[config.mk]
export PLATFORM = sky130hd
export DESIGN_NAME = dlx_mem_arbiter_flat
export DESIGN_NICKNAME = d
export VERILOG_FILES = /design/src/rtl/dlx_mem_arbiter_if.sv /design/src/rtl/dlx_mem_arbiter.sv /design/src/flat_wrapper.sv
export SDC_FILE = /design/constraint.sdc
export NUM_CORES = 1
export LEC_CHECK = 0
export ABC_AREA = 1
export CAP_MARGIN = 10
export CELL_PAD_IN_SITES_DETAIL_PLACEMENT = 0
export CELL_PAD_IN_SITES_GLOBAL_PLACEMENT = 2
export CORE_MARGIN = 4
export CORE_UTILIZATION = 22
export CTS_CLUSTER_DIAMETER = 50
export DETAILED_ROUTE_END_ITERATION = 6
export HOLD_SLACK_MARGIN = 0.12
export PLACE_DENSITY_LB_ADDON = 0.15
export SETUP_SLACK_MARGIN = 0.05
export SLEW_MARGIN = 25
export SYNTH_ARGS = -nofsm -noshare
export SYNTH_HDL_FRONTEND = slang
export SYNTH_SLANG_ARGS = --single-unit
[constraint.sdc]
create_clock -name clk -period 2.2 [get_ports clk]
set_input_delay 0.33 -clock clk [delete_from_list [all_inputs] [get_ports clk]]
set_output_delay 0.33 -clock clk [all_outputs]
set_load 0.05 [all_outputs]
[src/rtl/dlx_mem_arbiter_if.sv]
// DLX memory-side bus: two requester channels (m0 fetch, m1 load/store) and the shared rw memory port.
// The arbiter takes the slave view; whoever drives requests and models the memory takes the master view.
interface dlx_mem_arbiter_if #(
    parameter int unsigned WORD_SIZE    = 32,
    parameter int unsigned ADDRESS_SIZE = 16
);
    logic                    m0_req;
    logic                    m0_rnw;
    logic [ADDRESS_SIZE-1:0] m0_addr;
    logic [WORD_SIZE-1:0]    m0_wdata;
    logic                    m0_gnt;
    logic                    m0_done;
    logic [WORD_SIZE-1:0]    m0_rdata;

    logic                    m1_req;
    logic                    m1_rnw;
    logic [ADDRESS_SIZE-1:0] m1_addr;
    logic [WORD_SIZE-1:0]    m1_wdata;
    logic                    m1_gnt;
    logic                    m1_done;
    logic [WORD_SIZE-1:0]    m1_rdata;

    logic                    mem_enable;
    logic                    mem_rnw;
    logic [ADDRESS_SIZE-1:0] mem_addr;
    logic [WORD_SIZE-1:0]    mem_wdata;
    logic [WORD_SIZE-1:0]    mem_rdata;
    logic                    mem_ready;
    logic                    timeout_err;

    modport slave (
        input  m0_req, m0_rnw, m0_addr, m0_wdata,
        input  m1_req, m1_rnw, m1_addr, m1_wdata,
        input  mem_rdata, mem_ready,
        output m0_gnt, m0_done, m0_rdata,
        output m1_gnt, m1_done, m1_rdata,
        output mem_enable, mem_rnw, mem_addr, mem_wdata,
        output timeout_err
    );

    modport master (
        output m0_req, m0_rnw, m0_addr, m0_wdata,
        output m1_req, m1_rnw, m1_addr, m1_wdata,
        output mem_rdata, mem_ready,
        input  m0_gnt, m0_done, m0_rdata,
        input  m1_gnt, m1_done, m1_rdata,
        input  mem_enable, mem_rnw, mem_addr, mem_wdata,
        input  timeout_err
    );
endinterface

[src/rtl/dlx_mem_arbiter.sv]
// Round-robin two-master sequencer for the DLX single-port rw memory model.
// Each access runs IDLE -> ISSUE -> WAIT -> RESP; a watchdog aborts accesses that never see mem_ready.
module dlx_mem_arbiter #(
    parameter int unsigned WORD_SIZE      = 32,
    parameter int unsigned ADDRESS_SIZE   = 16,
    parameter int unsigned TIMEOUT_CYCLES = 16
) (
    input logic              clk,
    input logic              rst,
    dlx_mem_arbiter_if.slave bus
);
    localparam int unsigned CNT_W = 8;
    localparam logic [CNT_W-1:0] TIMEOUT_LIMIT = CNT_W'(TIMEOUT_CYCLES);

    typedef enum logic [1:0] {IDLE, ISSUE, WAIT, RESP} state_t;

    state_t           state;
    logic             owner;       // 0 = m0, 1 = m1
    logic             last_grant;  // 0 = m0, 1 = m1
    logic [CNT_W-1:0] wait_cnt;

    logic                 pick_m1_c;
    logic [CNT_W-1:0]     cnt_next_c;
    logic                 expired_c;
    logic [WORD_SIZE-1:0] resp_data_c;

    // m1 wins when it is alone, or when both request and m0 held the last grant
    always_comb begin
        pick_m1_c   = bus.m1_req && (!bus.m0_req || !last_grant);
        cnt_next_c  = wait_cnt + CNT_W'(1);
        expired_c   = (cnt_next_c == TIMEOUT_LIMIT);
        resp_data_c = bus.mem_ready ? bus.mem_rdata : '1;
    end

    always_ff @(posedge clk) begin
        if (rst) begin
            state           <= IDLE;
            owner           <= 1'b0;
            last_grant      <= 1'b1;
            wait_cnt        <= '0;
            bus.mem_enable  <= 1'b0;
            bus.mem_rnw     <= 1'b1;
            bus.mem_addr    <= '0;
            bus.mem_wdata   <= '0;
            bus.m0_gnt      <= 1'b0;
            bus.m1_gnt      <= 1'b0;
            bus.m0_done     <= 1'b0;
            bus.m1_done     <= 1'b0;
            bus.m0_rdata    <= '0;
            bus.m1_rdata    <= '0;
            bus.timeout_err <= 1'b0;
        end else begin
            case (state)
                IDLE: begin
                    if (bus.m0_req || bus.m1_req) begin
                        owner          <= pick_m1_c;
                        bus.mem_enable <= 1'b1;
                        bus.mem_rnw    <= pick_m1_c ? bus.m1_rnw   : bus.m0_rnw;
                        bus.mem_addr   <= pick_m1_c ? bus.m1_addr  : bus.m0_addr;
                        bus.mem_wdata  <= pick_m1_c ? bus.m1_wdata : bus.m0_wdata;
                        bus.m0_gnt     <= !pick_m1_c;
                        bus.m1_gnt     <= pick_m1_c;
                        state          <= ISSUE;
                    end
                end

                ISSUE: begin
                    bus.mem_enable <= 1'b0;
                    bus.m0_gnt     <= 1'b0;
                    bus.m1_gnt     <= 1'b0;
                    last_grant     <= owner;
                    wait_cnt       <= '0;
                    state          <= WAIT;
                end

                // mem_ready is only trusted here; a level left over from an earlier access is ignored
                WAIT: begin
                    if (!bus.mem_ready) begin
                        wait_cnt <= cnt_next_c;
                    end
                    if (bus.mem_ready || expired_c) begin
                        bus.m0_done  <= !owner;
                        bus.m1_done  <= owner;
                        bus.m0_rdata <= owner ? '0 : resp_data_c;
                        bus.m1_rdata <= owner ? resp_data_c : '0;
                        if (!bus.mem_ready) begin
                            bus.timeout_err <= 1'b1;
                        end
                        state <= RESP;
                    end
                end

                // Park the port as a read so the core does not drive the shared data bus while idle
                RESP: begin
                    bus.m0_done  <= 1'b0;
                    bus.m1_done  <= 1'b0;
                    bus.m0_rdata <= '0;
                    bus.m1_rdata <= '0;
                    bus.mem_rnw  <= 1'b1;
                    state        <= IDLE;
                end

                default: state <= IDLE;
            endcase
        end
    end
endmodule

[src/flat_wrapper.sv]
// flat-port wrapper written by rule: the top's interface ports become plain ports
module dlx_mem_arbiter_flat 
#(
    parameter int unsigned WORD_SIZE      = 32,
    parameter int unsigned ADDRESS_SIZE   = 16,
    parameter int unsigned TIMEOUT_CYCLES = 16
)
  (clk, rst, bus_m0_req, bus_m0_rnw, bus_m0_addr, bus_m0_wdata, bus_m1_req, bus_m1_rnw, bus_m1_addr, bus_m1_wdata, bus_mem_rdata, bus_mem_ready, bus_m0_gnt, bus_m0_done, bus_m0_rdata, bus_m1_gnt, bus_m1_done, bus_m1_rdata, bus_mem_enable, bus_mem_rnw, bus_mem_addr, bus_mem_wdata, bus_timeout_err);
  dlx_mem_arbiter_if #(.WORD_SIZE(WORD_SIZE), .ADDRESS_SIZE(ADDRESS_SIZE)) bus_i ();
  input logic clk;
  input logic rst;
  input wire logic [$bits(bus_i.m0_req)-1:0] bus_m0_req;
  input wire logic [$bits(bus_i.m0_rnw)-1:0] bus_m0_rnw;
  input wire logic [$bits(bus_i.m0_addr)-1:0] bus_m0_addr;
  input wire logic [$bits(bus_i.m0_wdata)-1:0] bus_m0_wdata;
  input wire logic [$bits(bus_i.m1_req)-1:0] bus_m1_req;
  input wire logic [$bits(bus_i.m1_rnw)-1:0] bus_m1_rnw;
  input wire logic [$bits(bus_i.m1_addr)-1:0] bus_m1_addr;
  input wire logic [$bits(bus_i.m1_wdata)-1:0] bus_m1_wdata;
  input wire logic [$bits(bus_i.mem_rdata)-1:0] bus_mem_rdata;
  input wire logic [$bits(bus_i.mem_ready)-1:0] bus_mem_ready;
  output wire logic [$bits(bus_i.m0_gnt)-1:0] bus_m0_gnt;
  output wire logic [$bits(bus_i.m0_done)-1:0] bus_m0_done;
  output wire logic [$bits(bus_i.m0_rdata)-1:0] bus_m0_rdata;
  output wire logic [$bits(bus_i.m1_gnt)-1:0] bus_m1_gnt;
  output wire logic [$bits(bus_i.m1_done)-1:0] bus_m1_done;
  output wire logic [$bits(bus_i.m1_rdata)-1:0] bus_m1_rdata;
  output wire logic [$bits(bus_i.mem_enable)-1:0] bus_mem_enable;
  output wire logic [$bits(bus_i.mem_rnw)-1:0] bus_mem_rnw;
  output wire logic [$bits(bus_i.mem_addr)-1:0] bus_mem_addr;
  output wire logic [$bits(bus_i.mem_wdata)-1:0] bus_mem_wdata;
  output wire logic [$bits(bus_i.timeout_err)-1:0] bus_timeout_err;
  assign bus_i.m0_req = bus_m0_req;
  assign bus_i.m0_rnw = bus_m0_rnw;
  assign bus_i.m0_addr = bus_m0_addr;
  assign bus_i.m0_wdata = bus_m0_wdata;
  assign bus_i.m1_req = bus_m1_req;
  assign bus_i.m1_rnw = bus_m1_rnw;
  assign bus_i.m1_addr = bus_m1_addr;
  assign bus_i.m1_wdata = bus_m1_wdata;
  assign bus_i.mem_rdata = bus_mem_rdata;
  assign bus_i.mem_ready = bus_mem_ready;
  assign bus_m0_gnt = bus_i.m0_gnt;
  assign bus_m0_done = bus_i.m0_done;
  assign bus_m0_rdata = bus_i.m0_rdata;
  assign bus_m1_gnt = bus_i.m1_gnt;
  assign bus_m1_done = bus_i.m1_done;
  assign bus_m1_rdata = bus_i.m1_rdata;
  assign bus_mem_enable = bus_i.mem_enable;
  assign bus_mem_rnw = bus_i.mem_rnw;
  assign bus_mem_addr = bus_i.mem_addr;
  assign bus_mem_wdata = bus_i.mem_wdata;
  assign bus_timeout_err = bus_i.timeout_err;
  dlx_mem_arbiter #(.WORD_SIZE(WORD_SIZE), .ADDRESS_SIZE(ADDRESS_SIZE), .TIMEOUT_CYCLES(TIMEOUT_CYCLES)) u_core (.clk(clk), .rst(rst), .bus(bus_i));
endmodule
==> impl_metrics.csv <==
group,metric,value,unit
critical_path,crit_arrival,2.26,ns
cts,cts_setup_buffers,0,
yosys,syn_inst,805,
yosys,synth_xor_area_frac,0.00151,
yosys,yosys.area_share.simple,0.283,
finish,seqCellArea,2620,µm²
critical_path,rr_startpoint,"u_core.wait_cnt[0]",
grt,first_global_vias,6147,
yosys,synth-compound-area-share,0.178,
critical_path,cp.required,2.48,ns
floorplanning,io_pins,254,
finish,finalNetCount,1164,
placed_design,finalWeightedCongestion,0.746,
power,ir_drop,0.538,mV
cts,cts.sinks,131,
critical_path,crit_type,"register to register",
grt,overflow,0,
cts,ctsLongestPathBuffers,2,
yosys,synth_top_family_by_area,"simple AND/OR/NAND/NOR gates",
timing,finalCriticalPeriod,1.98,ns
critical_path,worstRegToRegCells,11,
routing,vias,6172,
critical_path,rrSetupSlack,0.22,ns
placed_design,dp_hpwl,15.4,mm
finish,final_design_area_no_fill,9270,µm²
power,p_leak,3.33,nW
critical_path,slowest_stage,"dfxtp_1",
critical_path,crit_family,"simple AND/OR/NAND/NOR gates",
cts,cts-hold-fix-buffers,0,
floorplanning,die_x,170,µm
job,maxCapViolCount,0,
power,powerDensity,1300,nW/µm²
yosys,synth_nets,945,
cts,htreeDepth,4,
grt,grt.total_usage,0.153,
timing,report.final.slew_viol_count,0,
timing,relSlewSlack,0.603,
cts,cts_tree,"yes",
timing,max_freq,506,MHz
critical_path,max_stage_delay,0.38,ns
critical_path,end_kind,"register",
grt,grt_max_degree,80,
floorplanning,num_rows,59,
timing,finalSetupViolCount,0,
critical_path,crit_chain,"ha_1 -> nand3_1 -> o21bai_1 -> nand2_1 -> nor2_2 -> nand3_2 -> nand2_2 -> nand2_2 -> clkbuf_16 -> nand2_1 -> a21oi_1",
yosys,ys_warn_count,0,
placed_design,placed_area,8660,µm²
critical_path,critPathBufInv,1,
worst_hold_path,hp-start,"u_core.bus.m0_rdata[19]",
cts,clk-insertion-delay-late,0.42,ns
yosys,synth-seq-cells,131,
floorplanning,die_h,170,µm
cts,cts_resized,0,
yosys,synth_area,5780,µm²
timing,grt_setup_unrepaired,"yes",
routing,viasPerCell,4.50,
cts,cts_root_buffer,"clkbuf_16",
run_status,status,"finished, final reports clean",
worst_hold_path,hold_path_class,"register to register",
finish,n_antenna_cell,0,
worst_hold_path,min_delay_path_depth,2,
cts,clkSlewWorstSetupHoldPaths,0.07,ns
floorplanning,core,26000,µm²
yosys,ys_types,27,
critical_path,r2r-end,"u_core.bus.m1_rdata[2]",
routing,ant_nets,0,
grt,grt_pass1_wl,35.2,mm
timing,hold_viol,0,
timing,fin_tns_setup,0,ns
timing,finalCritPeriodShare,0.899,
routing,drt_pass1_iterations,4,
routing,wire_per_inst,17.0,µm
yosys,ys_seq_area_frac,0.453,
grt,antenna_found_initial,0,
finish,drive_above_1_share,0.0608,
yosys,synth_fa_ha_area_frac,0.0108,
timing,skew,0.0135,ns
worst_hold_path,whs_endpoint,"u_core.bus.m0_rdata[19]",
routing,routed_wl,23.3,mm
floorplanning,start_util,0.223,
routing,drcViolationCount,0,
yosys,avgSynthCellArea,7.18,µm²
finish,multiInputGateArea,2760,µm²
finish,area_growth,60.3,%
yosys,synthMuxAreaShare,0,
timing,worst_pin_slew,0.594,ns
critical_path,cp_max_fo,33,
cts,cts_inserted_buffers,17,
floorplanning,die_area,28900,µm²
critical_path,start_kind,"register",
finish,final.fill_count,2800,
routing,drt_iter0_markers,242,
placed_design,portBuffers,253,
[stage by stage]
step                      hold WS [ns]  total power, mW  instances  setup WS [ns]   util
after floorplan                  0.446             7.14        805          0.486      -
after global placement           0.447             9.25       1339          0.264  0.333
after detailed placement         0.454             9.20       1339          0.245  0.333
after CTS                        0.456             12.2       1371          0.203  0.356
after global routing             0.459             12.8       1372         0.0417  0.357
final                            0.460             12.1       1372          0.223  0.357
[power by group]
group	internal, mW	total (mW)	switching [mW]
Clock	1.69	2.89	1.20
Sequential	2.96	3.27	0.305
Combinational	1.95	5.91	3.95
Total	6.61	12.1	5.46
[logic make-up (layout without fill, tap and decap cells)]
logic type,after synthesis,count (layout)
buffers and inverters,94,326
adder cells (fa/ha/maj),5,5
AND/OR/NAND/NOR,384,384
AO/OA/AOI/OAI,190,190
XOR/XNOR,1,1
flip-flops,131,131
[layout make-up]
cell class / count / share of cell area
Inverter: 21 / 0.00850
Clock inverter: 13 / 0.0163
Clock buffer: 19 / 0.0467
Timing Repair Buffer: 273 / 0.303
Sequential cell: 131 / 0.283
Tap cell: 335 / 0.0452
Multi-Input combinational cell: 580 / 0.298
[sequential cells by signal, indices dropped and copies added (netlist names)]
register,cells
u_core.bus.m0_rdata,32
u_core.bus.m1_rdata,32
u_core.bus.mem_wdata,32
u_core.bus.mem_addr,16
u_core.wait_cnt,8
u_core.state,2
u_core.bus.m0_done,1
u_core.bus.m0_gnt,1
u_core.bus.m1_done,1
u_core.bus.m1_gnt,1
u_core.bus.mem_enable,1
u_core.bus.mem_rnw,1
u_core.bus.timeout_err,1
u_core.last_grant,1
u_core.owner,1
[tightest hold or removal path: stages (launching register included)]
cell and delay [ns]:
dfxtp_1 0.31, nand2_1 0.06, a21oi_1 0.05
[worst max path at each step]
stage                       start                      end  cells after the start
2_1_floorplan     u_core.state[0]  u_core.bus.m0_rdata[22]                      8
6_report       u_core.wait_cnt[0]   u_core.bus.m1_rdata[2]                     11
5_1_grt        u_core.wait_cnt[0]   u_core.bus.m0_rdata[3]                     11
4_1_cts         u_core.bus.m1_gnt               bus_m1_gnt                      1
3_3_place_gp           bus_m1_req  u_core.bus.mem_wdata[6]                      7
3_5_place_dp           bus_m0_req  u_core.bus.mem_wdata[6]                      6
[cells in the mapped netlist]
cell / instances / share of area
nand2_1: 195 / 0.13
nor2_1: 42 / 0.027
nor2_2: 1 / 0.0011
nand3_1: 76 / 0.066
inv_1: 18 / 0.012
o21bai_2: 1 / 0.0019
nand4_1: 1 / 0.0011
o21bai_1: 1 / 0.0013
nand3_2: 1 / 0.0017
inv_2: 2 / 0.0013
a221oi_1: 1 / 0.0015
nand2_2: 2 / 0.0022
buf_2: 7 / 0.0061
o21ai_1: 1 / 0.00086
nor3_1: 64 / 0.055
a21oi_1: 81 / 0.070
a21oi_2: 1 / 0.0015
ha_1: 5 / 0.011
clkinv_1: 1 / 0.00065
clkbuf_1: 58 / 0.038
or2_2: 2 / 0.0022
xor2_1: 1 / 0.0015
buf_6: 8 / 0.016
o211ai_1: 1 / 0.0013
a31oi_1: 48 / 0.052
o21ai_0: 55 / 0.048
dfxtp_1: 131 / 0.45
[layer usage]
layer | share of wire | vias to the layer above | track usage
met5 | 0 | - | 0
met4 | 0.014 | 0 | 0.0403
met3 | 0.096 | 17 | 0.0706
met2 | 0.44 | 198 | 0.240
met1 | 0.45 | 2776 | 0.191
li1 | - | 3181 | -
[layout by cell type (no fill, tap or decap), types with 3 or more instances in the layout]
master,netlist,layout
clkdlybuf4s50_1,0,252
o21ai_0,55,55
buf_12,0,9
buf_4,0,10
clkinv_4,0,3
nor2_1,42,42
nand3_1,76,76
ha_1,5,4
inv_1,18,18
nor3_1,64,64
clkbuf_16,0,18
a31oi_1,48,48
nand2_1,195,195
a21oi_1,81,80
inv_6,0,3
dfxtp_1,131,131
clkinvlp_4,0,3
No activity file was read; power rests on OpenSTA's default activity.
